$ cat src/rtl/bridge_controller.sv
// Drawbridge sequencer: closes the road, waits for an empty deck, raises the
// bridge for a boat, lowers it and reopens the road once it is confirmed down.
//
// state      | meaning
// -----------+-------------------------------------------------------------
// SAFE       | post-reset hold, road closed, decides reopen vs. lower
// ROAD_OPEN  | green light, gate up, accumulating minimum road time
// CLOSING    | yellow light, warning cars before the gate drops
// WAIT_CLEAR | red, gate down, waiting for the deck to empty
// RAISING    | motor up until the raised limit switch trips
// BOAT_PASS  | bridge up, boat signal green
// LOWERING   | motor down until the lowered limit switch trips
// FAULT      | latched error, everything safe, exit only via reset
module bridge_controller #(
    parameter int YELLOW_CYCLES   = 8,
    parameter int MIN_ROAD_CYCLES = 32,
    parameter int MIN_BOAT_CYCLES = 16,
    parameter int MOTOR_TIMEOUT   = 64,
    parameter int CNT_W           = 8
) (
    input  logic       Clk,
    input  logic       Reset,
    input  logic       ExistCar,
    input  logic       BoatReq,
    input  logic       BoatClear,
    input  logic       BridgeUp,
    input  logic       BridgeDown,
    output logic [1:0] CarLight,
    output logic       GateClosed,
    output logic       MotorUp,
    output logic       MotorDown,
    output logic       BoatGo,
    output logic       Fault,
    output logic [2:0] State
);

    localparam logic [2:0] SAFE       = 3'd0;
    localparam logic [2:0] ROAD_OPEN  = 3'd1;
    localparam logic [2:0] CLOSING    = 3'd2;
    localparam logic [2:0] WAIT_CLEAR = 3'd3;
    localparam logic [2:0] RAISING    = 3'd4;
    localparam logic [2:0] BOAT_PASS  = 3'd5;
    localparam logic [2:0] LOWERING   = 3'd6;
    localparam logic [2:0] FAULT      = 3'd7;

    localparam logic [1:0] LIGHT_GREEN  = 2'b00;
    localparam logic [1:0] LIGHT_YELLOW = 2'b01;
    localparam logic [1:0] LIGHT_RED    = 2'b10;

    localparam logic [CNT_W-1:0] T_YELLOW_LAST = CNT_W'(YELLOW_CYCLES - 1);
    localparam logic [CNT_W-1:0] T_ROAD_MIN    = CNT_W'(MIN_ROAD_CYCLES - 1);
    localparam logic [CNT_W-1:0] T_BOAT_MIN    = CNT_W'(MIN_BOAT_CYCLES - 1);
    localparam logic [CNT_W-1:0] T_MOTOR_LAST  = CNT_W'(MOTOR_TIMEOUT - 1);

    logic [2:0]       state_q,   state_d;
    logic [CNT_W-1:0] timer_q,   timer_d;
    logic             pending_q, pending_d;
    logic             sensor_conflict;
    logic             motor_timeout;

    assign sensor_conflict = BridgeUp & BridgeDown;
    assign motor_timeout   = (timer_q == T_MOTOR_LAST);

    always_comb begin
        state_d = state_q;
        if (sensor_conflict && state_q != SAFE && state_q != FAULT) begin
            state_d = FAULT;
        end else begin
            case (state_q)
                SAFE:       state_d = BridgeDown ? ROAD_OPEN : LOWERING;
                ROAD_OPEN: begin
                    if ((pending_q || BoatReq) && timer_q >= T_ROAD_MIN)
                        state_d = CLOSING;
                end
                CLOSING: begin
                    if (timer_q == T_YELLOW_LAST)
                        state_d = WAIT_CLEAR;
                end
                WAIT_CLEAR: begin
                    if (!ExistCar)
                        state_d = RAISING;
                end
                // Reaching the limit switch wins over a coincident timeout.
                RAISING: begin
                    if (BridgeUp)
                        state_d = BOAT_PASS;
                    else if (motor_timeout)
                        state_d = FAULT;
                end
                BOAT_PASS: begin
                    if (BoatClear && timer_q >= T_BOAT_MIN)
                        state_d = LOWERING;
                end
                LOWERING: begin
                    if (BridgeDown)
                        state_d = ROAD_OPEN;
                    else if (motor_timeout)
                        state_d = FAULT;
                end
                default:    state_d = FAULT;
            endcase
        end
    end

    always_comb begin
        if (state_d != state_q)
            timer_d = '0;
        else if (timer_q == '1)
            timer_d = timer_q;
        else
            timer_d = timer_q + CNT_W'(1);
    end

    // Requests seen while the boat is already being served are dropped.
    always_comb begin
        pending_d = pending_q;
        if (state_d == BOAT_PASS && state_q != BOAT_PASS)
            pending_d = 1'b0;
        else if (BoatReq && state_q != BOAT_PASS)
            pending_d = 1'b1;
    end

    always_ff @(posedge Clk or negedge Reset) begin
        if (!Reset) begin
            state_q   <= SAFE;
            timer_q   <= '0;
            pending_q <= 1'b0;
        end else begin
            state_q   <= state_d;
            timer_q   <= timer_d;
            pending_q <= pending_d;
        end
    end

    always_comb begin
        CarLight   = LIGHT_RED;
        GateClosed = 1'b1;
        MotorUp    = 1'b0;
        MotorDown  = 1'b0;
        BoatGo     = 1'b0;
        Fault      = 1'b0;
        case (state_q)
            ROAD_OPEN: begin
                CarLight   = LIGHT_GREEN;
                GateClosed = 1'b0;
            end
            CLOSING: begin
                CarLight   = LIGHT_YELLOW;
                GateClosed = 1'b0;
            end
            RAISING:   MotorUp   = 1'b1;
            BOAT_PASS: BoatGo    = 1'b1;
            LOWERING:  MotorDown = 1'b1;
            FAULT:     Fault     = 1'b1;
            default: ;
        endcase
    end

    assign State = state_q;

endmodule

$ cat config.mk
export PLATFORM = sky130hd
export DESIGN_NAME = bridge_controller
export DESIGN_NICKNAME = d
export VERILOG_FILES = /design/src/rtl/bridge_controller.sv
export SDC_FILE = /design/constraint.sdc
export NUM_CORES = 1
export LEC_CHECK = 0
export CORE_MARGIN = 3
export CORE_UTILIZATION = 30
export DETAILED_ROUTE_END_ITERATION = 7
export GPL_TIMING_DRIVEN = 0
export PLACE_DENSITY_LB_ADDON = 0.25
export SLEW_MARGIN = 30
export SYNTH_ARGS = -nofsm -noshare
export SYNTH_HDL_FRONTEND = slang
export SYNTH_SLANG_ARGS = --single-unit
export TNS_END_PERCENT = 100
$ cat constraint.sdc
create_clock -name Clk -period 2.96 [get_ports Clk]
set_clock_uncertainty 0.1 [all_clocks]
set_input_delay 0.592 -clock Clk [delete_from_list [all_inputs] [get_ports Clk]]
set_output_delay 0.592 -clock Clk [all_outputs]
set_load 0.02 [all_outputs]
Word-level counts from Yosys, hierarchy flattened
Cells that the tools add are included.

Register bits: 12. Input bits: 7. Word-level logic and storage cells: 53. Output and inout bits: 10.

Bitwise gates (word level): 1. Reduce and logical (&&, ||, !) cells: 11. Equality and inequality tests: 15. $add $sub $neg: 1. Multiplexer cells: 20. $lt $le $gt $ge: 2.

Operators by type and width (count): $mux 3 (9); $pmux 3 s7 (1); $mux 8 (2); $eq 3x3->1 const B (5); $add 8x1->8 const B (1); $eq 8x3->1 const B (1); $eq 8x6->1 const B (1); $eq 8x8->1 const B (1); $ge 8x4->1 const B (1); $ge 8x5->1 const B (1); $mux 1 (7); $eq 3x2->1 const B (2); $logic_and 1x1->1 (6); $ne 3x3->1 const B (2); $pmux 2 s2 (1); $eq 3x1->1 const B (1); $logic_not 3->1 (1); $ne 3x3->1 (1); $reduce_bool 3->1 (1); $ne 2x2->1 const B (1); $reduce_bool 2->1 (1); $reduce_or 2->1 (1); $and 1x1->1 (1); $logic_or 1x1->1 (1).

Logic depth before layout (Yosys ltp)
Word-level depth: 8. Depth in mapped cells: 7.

Least setup slack after synthesis
OpenSTA, ideal clock, no wires.

Kind: in2reg. Start point: in BridgeDown. End point: reg timer_q[4]. Library setup time: 0.094 ns. Path buffers: 2. Stages on the path: 7. Required time: 2.766 ns. Path slack: 0.886 ns. Arrival: 1.880 ns. Path through: buf_2 > mux2_1 > a21oi_1 > o32ai_1 > or3_1 > buf_6 > a211oi_1.

Cells in the longest elaborated chain, start to end: 6. Elaborated cells on any way between the ends: 10. Classes of those cells: eq/ne (2); mux (5); bitwise (1); reduce/logical (2).

RTL lines: start: declaration (line 27) `input logic BridgeDown,`; parallel branches: the longest is 3 deep, another holds $pmux 3 s7; $mux 3 * (line 66) `if (sensor_conflict && state_q != SAFE && state_q != FAULT) begin`; $ne 3x3->1 * (line 106) `if (state_d != state_q)`; $ne 2x2->1 (no source line) / $mux 8 (equally long branches); end signal: assignment (line 130) `timer_q <= timer_d;`; end: declaration (line 56) `logic [CNT_W-1:0] timer_q, timer_d;`.

Every way passes the cells marked *. A chain may end at the register's enable or synchronous reset.

Worst setup path in the final report
Start point: reg state_q[1] (netlist: State[1]). End point: out BoatGo.

Cells in the longest elaborated chain, start to end: 2.

RTL lines: start: declaration (line 55) `logic [2:0] state_q, state_d;`; start signal: assignment (line 129) `state_q <= state_d;`; $eq 3x3->1 (line 142) `case (state_q)`; $mux 1 (line 142); end: declaration (line 32) `output logic BoatGo,`.

No other way between the ends.

==> results by group <==
Place
  • GPL Wtd Cong: 0.778
  • Dpl cells: between 150 and 200
  • Port Buffers: 15
  • DP Wirelength: 1.76 mm
  • Placed Area: 1170 µm²

Die
  • Placement Rows: 19
  • Core Area: 2900 µm²
  • Die area: 3940 µm²
  • Num ports: 17
  • Starting Density: 33.3%
  • Die width: 62.8 µm
  • Die Ht: 62.8 µm

Hold path
  • Worst Hold Class: reg2reg
  • Hold worst-path end: timer_q[0]$_DFFE_PN0P_
  • Hold Path Stages: 2
  • Hold_sp: timer_q[0]$_DFFE_PN0P_

Clock network
  • CTS tree: built
  • CTS clk-pin slew, worst paths: around 0.070 ns
  • CTS H-Tree Depth: 1
  • Num CTS Buffers: 3
  • CTS root buf: clkbuf_4
  • Post-cts gate resize count: 0
  • Clk Latency, worst-skew pair: 0.27 ns
  • # Post-CTS Setup Buffers: 0
  • CTS Hold Bufs: 0
  • Total clock sinks: 12
  • Clk buf depth: 2

Outcome
  • Status: complete, no violations

Drt
  • Drt wl/cell: roughly 14 µm
  • DR DRC count: 0
  • Vias per inst: 5.49
  • Routed wire length: 2.30 mm
  • DR vias: 927
  • Final ANT Viol Nets: 0
  • Number of DRC markers in iteration 0: between 70 and 80
  • First-pass DRT Iterations: 4

Critical path
  • Crit-path max cell delay: approximately 0.60 ns
  • Crit path required time: roughly 2.3 ns
  • Crit path max fanout: 8
  • CP arrival: 2.01 ns
  • CP top delay family: buffers and inverters
  • Crit. End Element: primary output
  • CP Launch Type: flip-flop
  • Slowest CP cell: clkdlybuf4s50_1
  • R2R Path End: timer_q[3]$_DFFE_PN0P_
  • Worst Path Buf+Inv: 2
  • Origin of the critical flop-to-flop path: timer_q[0]$_DFFE_PN0P_
  • Worst setup path startpoint: State[1]$_DFF_PN0_
  • R2r setup slk: 0.58 ns
  • Cells on worst reg2reg path: 6
  • Crit-path cells: nand2b_1 > or2_2 > inv_1 > clkdlybuf4s50_1
  • Critical path class: reg2out

Final layout
  • Share of layout cells above drive strength 1: 15.0%
  • Fin nets: approximately 140
  • Register area: 300 µm²
  • # fillers: 308
  • Synth-to-Final Area Change: 23.3%
  • Non-Filler Instances: ~170
  • Multi-input logic area: 606 µm²
  • Diode count: 0
  • Final instance area: 1190 µm²

Global route
  • GRT overflow: 0
  • Total GRT Usage: 12.4%
  • Initial antenna violation count: 0
  • First-pass GRT wire length: 4.04 mm
  • Largest net degree at the start of global routing: 13
  • Vias in the first global route: 850

STA
  • Final setup viols: 0
  • Final Hold Vio Count: 0
  • Hold_ws: 0.503 ns
  • RSZ-0062 raised after global routing: no
  • Max Clk Rate: 370 MHz
  • Crit share post-route: 91.2%
  • Setup TNS: 0 ns
  • Slew margin rel.: 61.9%
  • Max Slew Vio Count: 0
  • Worst Max-Slew Pin Slew: 0.568 ns
  • Fin crit period: 2.70 ns

Synthesis
  • Asr flop ratio synth: 100%
  • Synthesized area per cell: 8.87 µm²
  • Main synth FF type: dfrtp_1
  • Synth Register Bits: 12
  • Syn. warnings: 0
  • Post-Syn Instances: between 100 and 150
  • Synthesized area: 967 µm²
  • Yosys cell types: 48
  • Post-synthesis sequential area ratio: a little under a third
  • EDFF count, synth: 0
  • Net count after synthesis: approximately 120

Power and ir drop
  • Pleak: 0.000463 µW
  • Seq pwr share: 58.8%
  • Psw: around 60 µW
  • Total Power Consumption: 279 µW
  • Sw frac: between 20% and 30%
  • Power per cell area: 234 nW/µm²
  • Clk pwr share: between 30% and 40%
  • Int Power: 220 µW
  • Logic gate share of total power: 7.2%
  • Max IR drop VDD: 0.175 mV

Job
  • Max cap viols: 0
[cell usage after synthesis (2+ instances only)]
cell type | n | area share [%]
dfrtp_1 | 12 | 31
a211oi_1 | 9 | 7.0
nand2_1 | 6 | 2.3
nor2_1 | 6 | 2.3
a31oi_1 | 4 | 2.6
buf_2 | 4 | 2.1
nor3_1 | 4 | 2.1
a21o_1 | 3 | 2.3
a21oi_1 | 3 | 1.6
a41oi_1 | 3 | 2.7
and3_1 | 3 | 1.9
inv_1 | 3 | 1.2
nand3_1 | 3 | 1.6
o21ai_0 | 3 | 1.6
o21ai_1 | 3 | 1.6
buf_6 | 2 | 2.3
mux2i_1 | 2 | 2.1
nand4_1 | 2 | 1.3
nor2b_1 | 2 | 1.3
nor3b_1 | 2 | 1.6
or2_2 | 2 | 1.3
or3_1 | 2 | 1.3
[registers in the layout (all words and copies together) (netlist names)]
register and count:
State 3, timer_q 8, pending_q 1
[worst register-to-register path: stages, from the launching register on]
cell	delay, ns
dfrtp_1	0.41
ha_1	0.30
and4_4	0.25
or2b_2	0.31
o311ai_2	0.34
o21ai_1	0.29
a211oi_1	0.28
[power by group through the flow]
stage	Sequential, µW	Clock, µW	Combinational [µW]
2_1_floorplan	167	0	7.06
3_3_place_gp	167	0	19.8
3_5_place_dp	167	0	19.8
4_1_cts	164	97.6	19.9
5_1_grt	164	103	22.2
6_report	164	94.8	20.0
[through the flow]
| stage | utilization [%] | setup WS [ns] |
|---|---|---|
| after global placement | 40.3 | 0.398 |
| after CTS | 41.1 | 0.248 |
| final | 41.1 | 0.259 |
| after floorplan | - | 0.886 |
| after global routing | 41.1 | 0.173 |
| after detailed placement | 40.3 | 0.391 |
[cell families after synthesis]
logic type | synth area share [%]
AOI/OAI and AO/OA | 30.9
xor gates and xnor gates | 0.906
adders and majority gates | 1.29
and+or+nand+nor | 25.1
buffers and inverters | 6.34
muxes | 4.40
DFF | 31.0
[worst max-delay path by stage]
stage                             endpoint  slack, ns  cells after the start
CTS                                 BoatGo       0.25                      4
finish                              BoatGo       0.26                      4
detailed placement  timer_q[3]$_DFFE_PN0P_       0.39                      7
global route                        BoatGo       0.17                      4
floorplan           timer_q[4]$_DFFE_PN0P_       0.89                      7
global placement    timer_q[7]$_DFFE_PN0P_       0.40                      7
[layout make-up]
class                           count  share of cell area (%)
Multi-Input combinational cell     87                    50.8
Sequential cell                    12                    25.2
Inverter                            3                   0.944
Clock buffer                        3                    1.89
Tap cell                           42                    4.41
Timing Repair Buffer               15                    12.6
Buffer                              7                    4.20
[per-layer routing]
layer,track usage (%),part of all wire (%)
met1,18.2,50
met2,18.2,45
met3,1.62,3.3
met4,4.96,1.2
met5,0,0
[cell usage in the layout (no fill, tap or decap), types with 3 or more instances in the layout]
cell type	count
nor2_1	6
buf_2	4
o21ai_1	3
a41oi_1	3
a21o_1	3
a211oi_1	9
dfrtp_1	12
nand3_1	3
nand2_1	6
clkbuf_4	3
clkdlybuf4s50_1	15
and3_1	3
a31oi_1	4
inv_1	3
nor3_1	4
o21ai_0	3
a21oi_1	3
Note: power is estimated with default switching activity, not from simulation.
